<file path="src/rtl/peripheral_bus_arbiter.sv">
// Two-master round-robin arbiter for the shared peripheral bus.
// A grant is held for the whole transfer. The losing master is stalled by
// holding its busy high.
// Optional watchdog: define PERIPHERAL_BUS_TIMEOUT_EN to force-terminate
// transfers on which the peripheral holds busy for TIMEOUT_CYCLES cycles.
module peripheral_bus_arbiter #(
  parameter int TIMEOUT_CYCLES = 255
) (
  input  logic        wb_clk_i,
  input  logic        wb_rst_i,
  input  logic        m0_peripheralBus_we,
  input  logic        m0_peripheralBus_oe,
  input  logic [23:0] m0_peripheralBus_address,
  input  logic [3:0]  m0_peripheralBus_byteSelect,
  input  logic [31:0] m0_peripheralBus_dataWrite,
  output logic        m0_peripheralBus_busy,
  output logic [31:0] m0_peripheralBus_dataRead,
  input  logic        m1_peripheralBus_we,
  input  logic        m1_peripheralBus_oe,
  input  logic [23:0] m1_peripheralBus_address,
  input  logic [3:0]  m1_peripheralBus_byteSelect,
  input  logic [31:0] m1_peripheralBus_dataWrite,
  output logic        m1_peripheralBus_busy,
  output logic [31:0] m1_peripheralBus_dataRead,
  output logic        peripheralBus_we,
  output logic        peripheralBus_oe,
  output logic [23:0] peripheralBus_address,
  output logic [3:0]  peripheralBus_byteSelect,
  output logic [31:0] peripheralBus_dataWrite,
  input  logic        peripheralBus_busy,
  input  logic [31:0] peripheralBus_dataRead,
  output logic        timeout_o
);

`ifdef PERIPHERAL_BUS_TIMEOUT_EN
  typedef enum logic [1:0] {IDLE, GRANT0, GRANT1, TIMEOUT} state_t;
`else
  typedef enum logic [1:0] {IDLE, GRANT0, GRANT1} state_t;
`endif

  state_t state, next_state;
  logic   last_grant, next_last_grant;
  logic   req0, req1;

  assign req0 = m0_peripheralBus_we | m0_peripheralBus_oe;
  assign req1 = m1_peripheralBus_we | m1_peripheralBus_oe;

`ifdef PERIPHERAL_BUS_TIMEOUT_EN
  localparam logic [15:0] WD_LAST = 16'(TIMEOUT_CYCLES - 1);

  logic [15:0] wd_count;
  logic        wd_expire;
  logic        timeout_q;

  // The transfer expires on the busy cycle that would bring the count to TIMEOUT_CYCLES.
  assign wd_expire = ((state == GRANT0) || (state == GRANT1)) &&
                     peripheralBus_busy && (wd_count == WD_LAST);
  assign timeout_o = timeout_q;
`else
  logic unused_timeout_cfg;

  // Without the watchdog the timeout length has no meaning, and the pulse never fires.
  assign unused_timeout_cfg = |16'(TIMEOUT_CYCLES);
  assign timeout_o = 1'b0;
`endif

  // Arbitration: the next owner of the bus and the round-robin pointer.
  always_comb begin
    next_state      = state;
    next_last_grant = last_grant;
    case (state)
      IDLE: begin
        if (req0 && req1) next_state = last_grant ? GRANT0 : GRANT1;
        else if (req0)    next_state = GRANT0;
        else if (req1)    next_state = GRANT1;
      end
      GRANT0: if (!req0) next_state = req1 ? GRANT1 : IDLE;
      GRANT1: if (!req1) next_state = req0 ? GRANT0 : IDLE;
`ifdef PERIPHERAL_BUS_TIMEOUT_EN
      TIMEOUT: begin
        if (last_grant && !req1)       next_state = req0 ? GRANT0 : IDLE;
        else if (!last_grant && !req0) next_state = req1 ? GRANT1 : IDLE;
      end
`endif
      default: next_state = IDLE;
    endcase
`ifdef PERIPHERAL_BUS_TIMEOUT_EN
    if (wd_expire) next_state = TIMEOUT;
`endif
    if ((next_state == GRANT0) && (state != GRANT0)) next_last_grant = 1'b0;
    if ((next_state == GRANT1) && (state != GRANT1)) next_last_grant = 1'b1;
  end

  // State register and round-robin pointer. The pointer resets to 1 so master 0 wins the first tie.
  always_ff @(posedge wb_clk_i) begin
    if (wb_rst_i) begin
      state      <= IDLE;
      last_grant <= 1'b1;
    end else begin
      state      <= next_state;
      last_grant <= next_last_grant;
    end
  end

`ifdef PERIPHERAL_BUS_TIMEOUT_EN
  // Watchdog: count consecutive busy cycles of a held grant and register the one-cycle pulse.
  always_ff @(posedge wb_clk_i) begin
    if (wb_rst_i) begin
      wd_count  <= 16'd0;
      timeout_q <= 1'b0;
    end else begin
      timeout_q <= wd_expire;
      if (((state == GRANT0) || (state == GRANT1)) && (next_state == state) && peripheralBus_busy)
        wd_count <= wd_count + 16'd1;
      else
        wd_count <= 16'd0;
    end
  end
`endif

  // Routing: only the granted master reaches the shared bus. Everyone else is stalled.
  always_comb begin
    peripheralBus_we          = 1'b0;
    peripheralBus_oe          = 1'b0;
    peripheralBus_address     = 24'd0;
    peripheralBus_byteSelect  = 4'd0;
    peripheralBus_dataWrite   = 32'd0;
    m0_peripheralBus_busy     = 1'b1;
    m1_peripheralBus_busy     = 1'b1;
    m0_peripheralBus_dataRead = 32'hFFFF_FFFF;
    m1_peripheralBus_dataRead = 32'hFFFF_FFFF;
    case (state)
      GRANT0: begin
        peripheralBus_we          = m0_peripheralBus_we;
        peripheralBus_oe          = m0_peripheralBus_oe;
        peripheralBus_address     = m0_peripheralBus_address;
        peripheralBus_byteSelect  = m0_peripheralBus_byteSelect;
        peripheralBus_dataWrite   = m0_peripheralBus_dataWrite;
        m0_peripheralBus_busy     = peripheralBus_busy;
        m0_peripheralBus_dataRead = peripheralBus_dataRead;
      end
      GRANT1: begin
        peripheralBus_we          = m1_peripheralBus_we;
        peripheralBus_oe          = m1_peripheralBus_oe;
        peripheralBus_address     = m1_peripheralBus_address;
        peripheralBus_byteSelect  = m1_peripheralBus_byteSelect;
        peripheralBus_dataWrite   = m1_peripheralBus_dataWrite;
        m1_peripheralBus_busy     = peripheralBus_busy;
        m1_peripheralBus_dataRead = peripheralBus_dataRead;
      end
`ifdef PERIPHERAL_BUS_TIMEOUT_EN
      TIMEOUT: begin
        if (last_grant) m1_peripheralBus_busy = 1'b0;
        else            m0_peripheralBus_busy = 1'b0;
      end
`endif
      default: ;
    endcase
  end

endmodule
</file>
<file path="config.mk">
export PLATFORM = sky130hd
export DESIGN_NAME = peripheral_bus_arbiter
export DESIGN_NICKNAME = d
export VERILOG_FILES = /design/src/rtl/peripheral_bus_arbiter.sv
export SDC_FILE = /design/constraint.sdc
export NUM_CORES = 1
export LEC_CHECK = 0
export CORE_AREA = 2 2 111 113
export DETAILED_ROUTE_END_ITERATION = 10
export DIE_AREA = 0 0 113 115
export PLACE_DENSITY = 0.62
export SETUP_SLACK_MARGIN = 0.02
export SYNTH_ARGS = -nofsm -noshare
export SYNTH_HDL_FRONTEND = slang
export SYNTH_SLANG_ARGS = --single-unit
</file>
<file path="constraint.sdc">
create_clock -name wb_clk_i -period 2.2 [get_ports wb_clk_i]
set_input_delay 0.55 -clock wb_clk_i [delete_from_list [all_inputs] [get_ports wb_clk_i]]
set_output_delay 0.55 -clock wb_clk_i [all_outputs]
set_load 0.01 [all_outputs]
</file>
==> results of run 1 <==
-- registers in the layout (all words and copies together), names as in the netlist --
name,flops
state,2
last_grant,1
-- cells in the final DEF, fill, tap and decap left out, types with 2 or more instances in the layout --
cell type,instances
nand2b_1,64
nor2b_1,62
a22oi_1,17
buf_16,2
dlymetal6s2s_1,6
buf_6,14
nand2b_4,2
clkbuf_16,5
buf_2,50
dfxtp_2,2
o21ai_0,2
a22oi_2,45
buf_4,17
buf_12,7
ha_4,3
clkbuf_2,8
dlygate4sd2_1,54
clkdlybuf4s15_1,9
nor2_1,4
clkdlybuf4s50_1,158
-- worst max-delay path by stage --
stage	startpoint	endpoint	slack (ns)	cells after the start
after floorplan	state[0]	peripheralBus_address[10]	0.36	6
after global placement	m1_peripheralBus_dataWrite[20]	peripheralBus_dataWrite[20]	-0.15	4
after detailed placement	m1_peripheralBus_dataWrite[20]	peripheralBus_dataWrite[20]	-0.14	4
after CTS	state[0]	peripheralBus_dataWrite[2]	-0.19	6
after global routing	state[0]	peripheralBus_dataWrite[10]	-0.08	9
final	state[0]	peripheralBus_dataWrite[10]	-0.009	9
-- worst min-delay path, stage by stage, from the launching register on --
cell	delay, ns
dfxtp_1	0.36
or2_2	0.13
a22o_1	0.11
-- kinds of logic (layout without fill, tap and decap cells) --
group	count (synthesis)	after routing
buffers and inverters	31	333
and+or+nand+nor	138	138
muxes	1	1
adders and majority gates	4	4
DFF	3	3
other	1	1
AOI/OAI and AO/OA	73	73
-- power breakdown --
part	total (uW)	internal, uW	switching (uW)
clock network	288	239	48.6
registers	96.2	77.6	18.6
logic	3580	1930	1650
total	3970	2250	1720
-- area by class of cell --
class,count,area [um2]
fillers,1229,6680
repair buffers,327,3040
multi-input cells,217,1760
well taps,147,184
clock buffers,4,78.8
flip-flops and latches,3,62.6
inverters,2,10.0
-- per-stage QoR --
step	setup slack (ns)	setup TNS, ns	hold WS, ns	instances	power [uW]
2_1_floorplan	0.356	0	0.555	251	1580
3_3_place_gp	-0.152	-6.73	0.599	673	3220
3_5_place_dp	-0.144	-7.37	0.620	673	3250
4_1_cts	-0.194	-1.52	0.626	698	3920
5_1_grt	-0.0785	-0.294	0.681	700	4240
6_report	-0.00864	-0.00864	0.632	700	3970
-- layer usage --
| metal | up-vias | track usage, % |
|---|---|---|
| met2 | 180 | 31.2 |
| met5 | - | 0 |
| met3 | 14 | 3.64 |
| met4 | 0 | 3.50 |
| met1 | 1464 | 17.0 |
| li1 | 1489 | - |
-- what timing repair did --
item	4_1_cts	5_1_grt
hold buffers	0	0
pin swaps	15	2
endpoints found under the setup margin	128	73
gates cloned	6	2
buffers inserted	15	4
gates resized for setup	326	51
==> flow_summary.yaml, run 1 <==
status:
  status: "complete, but fails checks"
  failed_checks: "design-rule violations, negative setup slack"
worst_setup_path:
  crit_chain: "buf_6, ha_4, buf_6, buf_6, buf_12, buf_6, a22oi_2, nor2b_1, buf_2"
  cp_slowest_cell: "dfxtp_2"
  reg2reg_setup_slack_ns: 0.38
  cp_max_fo: 8
  critPathRequiredTime_ns: 1.65
  worst_setup_path_end_kind: "output pin"
  r2r_cells: 7
  path_delay_family: "buffers and inverters"
  cp-start-kind: "register"
  max_stage_delay_ns: 0.32
  reg2reg_to: "last_grant"
  crit_type: "reg2out"
  cp_common_cell: "buf_6"
  arrival_ns: 1.66
  worst-path-buf-inv: 6
  r2r_start: "state[1]"
route:
  viasPerCell: 4.50
  wl_met1_um: 4280
  wl_per_cell_um: 16.4
  wl_met3_um: 1050
  dr.max_layer_used: "met4"
  ant_nets: 0
  via_count: 3147
  drc: 18
  wirelength_um: 11500
  dr.pass1.iters: 7
  met2RoutedLength_um: 5990
  drtIter0Drc: 118
cts:
  cts_tree: "yes"
  cts_made_buffers: 3
  worstSkewPairLatency_ns: 0.22
  clockBufferDepth: 2
  cts_root_buf: "clkbuf_16"
  clock_sinks: 3
  clk_pin_slew_worst_paths_ns: 0.03
  htreeDepth: 1
synth:
  synth_xor_area_share_pct: 0
  yosysMostFrequentCell: "nand2b_1"
  yosys.area_share.simple_pct: 50.6
  synth_top_area_share_pct: 27.5
  ys_warn_count: 0
  synth_compound_area_share_pct: 33.1
  ys.flop_type: "dfxtp_1"
  synthAdderAreaFrac_pct: 2.96
  ys_ff_latch: 3
  synth_top_family_by_area: "simple AND/OR/NAND/NOR gates"
  synthMuxAreaShare_pct: 0.592
  synthDistinctLibCells: 30
  ys_seq_area_share_pct: 3.55
  yosys.area.top_type: "a22oi_1"
  synth_cells: 251
  syn_area_um2: 1690
  synth_edf_count: 0
  async_flop_share_pct: 0
  postSynthAreaPerCell_um2: 6.73
  synth_top_cells_by_area: "a22oi_1 (28%), nand2b_1 (24%), nor2b_1 (23%)"
  synth_common_cells: "nand2b_1 (66), a22oi_1 (62), nor2b_1 (62)"
  synth_nets: 414
place:
  dp_hpwl_um: 8020
  portBuffers: 286
  dpl-instance-area_um2: 4830
  place.gp.congestion: 0.766
hold_path:
  min-delay-start: "last_grant"
  min_to: "last_grant"
  whs_path_depth: 2
  worstHoldPathType: "reg2reg"
final_layout:
  final_cell_area_um2: 5130
  synthToLayoutAreaGrowth_pct: 204
  fin_util_pct: 43.5
  fin_nets: 717
  drive_gt1_share_pct: 29.3
  antennaDiodeCount: 0
power_and_ir_drop:
  ir_worst_vdd_mv: 0.363
  power_density_nw_per_um2: 773
  p_leak_uw: 0.00194
global_routing:
  grt_max_degree: 43
  globalRoute.totalOverflow: 0
  grt_usage_pct: 15.8
  grt_pass1_wl_um: 16600
  antenna_found_initial: 0
  grt_pass1_vias: 3318
timing:
  hold_viol: 0
  skew_ns: 0.000183
  fin_ws_ns: -0.00864
  setup_viol: 1
  fin_crit_sh_pct: 100
  max_clock_freq_ghz: 0.453
  period_minus_slack_ns: 2.21
  drv_slew: 0
  grt_setup_unrepaired: "true"
floorplan:
  die_area_um2: 13000
  rows: 40
  start_util_pct: 14.3
  core_area_um2: 11800
  io_pins: 288
  die_y_um: 115
  die_x_um: 113
job:
  cap_violations: 0
(Power assumes the default switching activity.)
==> run 2, diff against run 1 <==
--- a/config.mk
+++ b/config.mk
@@ -5,11 +5,13 @@
 export SDC_FILE = /design/constraint.sdc
 export NUM_CORES = 1
 export LEC_CHECK = 0
+export CAP_MARGIN = 10
 export CORE_AREA = 2 2 111 113
 export DETAILED_ROUTE_END_ITERATION = 10
 export DIE_AREA = 0 0 113 115
 export PLACE_DENSITY = 0.62
 export SETUP_SLACK_MARGIN = 0.02
+export SLEW_MARGIN = 20
 export SYNTH_ARGS = -nofsm -noshare
 export SYNTH_HDL_FRONTEND = slang
 export SYNTH_SLANG_ARGS = --single-unit
==> results of run 2 <==
No change in the layout: final DEF, timing and power equal those of run 1.
==> run 3, diff against run 2 <==
==> constraint.sdc (replaced) <==
create_clock -name wb_clk_i -period 2.4 [get_ports wb_clk_i]
set_input_delay 0.6 -clock wb_clk_i [delete_from_list [all_inputs] [get_ports wb_clk_i]]
set_output_delay 0.6 -clock wb_clk_i [all_outputs]
set_load 0.01 [all_outputs]
==> flow_summary.yaml, run 3 (same netlist as run 1, synthesis figures left out) <==
status:
  status: "complete, but fails checks"
  failed_checks: "design-rule violations"
worst_setup_path:
  crit_path_start: "state[1]"
  arrival_ns: 1.72
  critPathRequiredTime_ns: 1.80
  cp_max_fo: 16
  cp-start-kind: "register"
  crit_type: "reg2out"
  r2r_start: "state[1]"
  worst_setup_path_end_kind: "output pin"
timing:
  drv_slew: 0
  holdWs_ns: 0.626
  setup_tns_ns: 0
  setup_viol: 0
  period_minus_slack_ns: 2.32
  skew_ns: 0.000263
  fin_crit_sh_pct: 96.8
  hold_viol: 0
  max_clock_freq_ghz: 0.430
route:
  drtIter0Drc: 123
  dr.pass1.iters: 8
  ant_nets: 0
  drc: 18
  wl_per_cell_um: 15.5
  via_count: 3042
  wirelength_um: 10600
  viasPerCell: 4.44
hold_path:
  min-delay-start: "last_grant"
  worstHoldPathType: "reg2reg"
global_routing:
  grt_usage_pct: 14.3
  antenna_found_initial: 0
  grt_max_degree: 53
  grt_pass1_vias: 3097
  globalRoute.totalOverflow: 0
  grt_pass1_wl_um: 15400
cts:
  cts_made_buffers: 3
  cts_hold_buf: 0
  worstSkewPairLatency_ns: 0.22
  cts_root_buf: "clkbuf_16"
  htreeDepth: 1
  clk_pin_slew_worst_paths_ns: 0.03
  clockBufferDepth: 2
  cts_tree: "yes"
  clock_sinks: 3
power_and_ir_drop:
  power_density_nw_per_um2: 658
  power_uw: 3380
  p_leak_uw: 0.00217
  ir_worst_vdd_mv: 0.293
floorplan:
  start_util_pct: 14.3
  die_x_um: 113
  core_area_um2: 11800
  die_area_um2: 13000
  io_pins: 288
  die_y_um: 115
  rows: 40
place:
  dpl-instance-area_um2: 4810
  place_inst: 670
  portBuffers: 286
  dp_hpwl_um: 7750
  place.gp.congestion: 0.768
final_layout:
  final_cell_mix: "clkdlybuf4s50_1 (164), nand2b_1 (66), nor2b_1 (62), a22oi_1 (58), dlymetal6s2s_1 (52)"
  antennaDiodeCount: 0
  final-instance-count-excl-fill: 685
  final_cell_area_um2: 5130
  fin_nets: 702
  largest_reg_flops: 2
  synthToLayoutAreaGrowth_pct: 203
  final_common_cell: "clkdlybuf4s50_1"
  regMostFlops: "state"
  drive_gt1_share_pct: 10.8
  reg_top3: "state: 2 flops, last_grant: 1 flops"
job:
  cap_violations: 0
run 3: cell count changes in the layout (fill, tap and decap cells not counted), sizes merged:
cell	before	now
clkdlybuf4s15	9	5
dlymetal6s2s	6	52
dlygate4sd2	54	50
clkdlybuf4s50	158	164
clkbuf	14	21
bufbuf	0	2
buf	90	22
run 3: worst max-delay path, stage by stage, from the launching register on:
cell and delay (ns):
dfxtp_1 0.30, buf_4 0.15, ha_4 0.18, buf_4 0.15
clkbuf_16 0.17, a22oi_1 0.18, nor2b_1 0.07, dlygate4sd2_1 0.29
run 3: timing repair:
action	in CTS	in global routing
buffers inserted	1	5
endpoints found under the setup margin	69	49
resized for setup	74	96
gates cloned	3	2
run 3: worst paths after layout:
check	end	slack [ns]	cells after the start
max	peripheralBus_address[3]	0.08	7
min	last_grant	0.63	2
max reg2reg	last_grant	0.56	7
min reg2reg	last_grant	0.63	2
run 3: through the flow:
step,util (%),setup WS [ns]
3_3_place_gp,40.7,-0.0974
5_1_grt,43.4,-0.00554
3_5_place_dp,40.7,-0.0862
6_report,43.4,0.0770
4_1_cts,41.7,-0.140
2_1_floorplan,-,0.506
run 3: power by group:
group / total (uW) / internal [uW] / switching, uW
clock network: 261 / 219 / 41.9
registers: 82.2 / 68.4 / 13.8
logic: 3030 / 1690 / 1340
run 3: layout make-up:
type,instances,area (um2)
Sequential cell,3,60.1
Tap cell,147,184
Timing Repair Buffer,312,3260
Clock buffer,4,78.8
Inverter,2,7.51
Multi-Input combinational cell,217,1540
Fill cell,1174,6680
run 3: routing by layer:
metal | GRT usage (%) | vias up | wire length (um)
li1 | - | 1459 | -
met1 | 16.3 | 1412 | 4020
met2 | 27.3 | 165 | 5490
met3 | 3.22 | 6 | 965
met4 | 2.93 | 0 | 112
met5 | 0 | - | 0
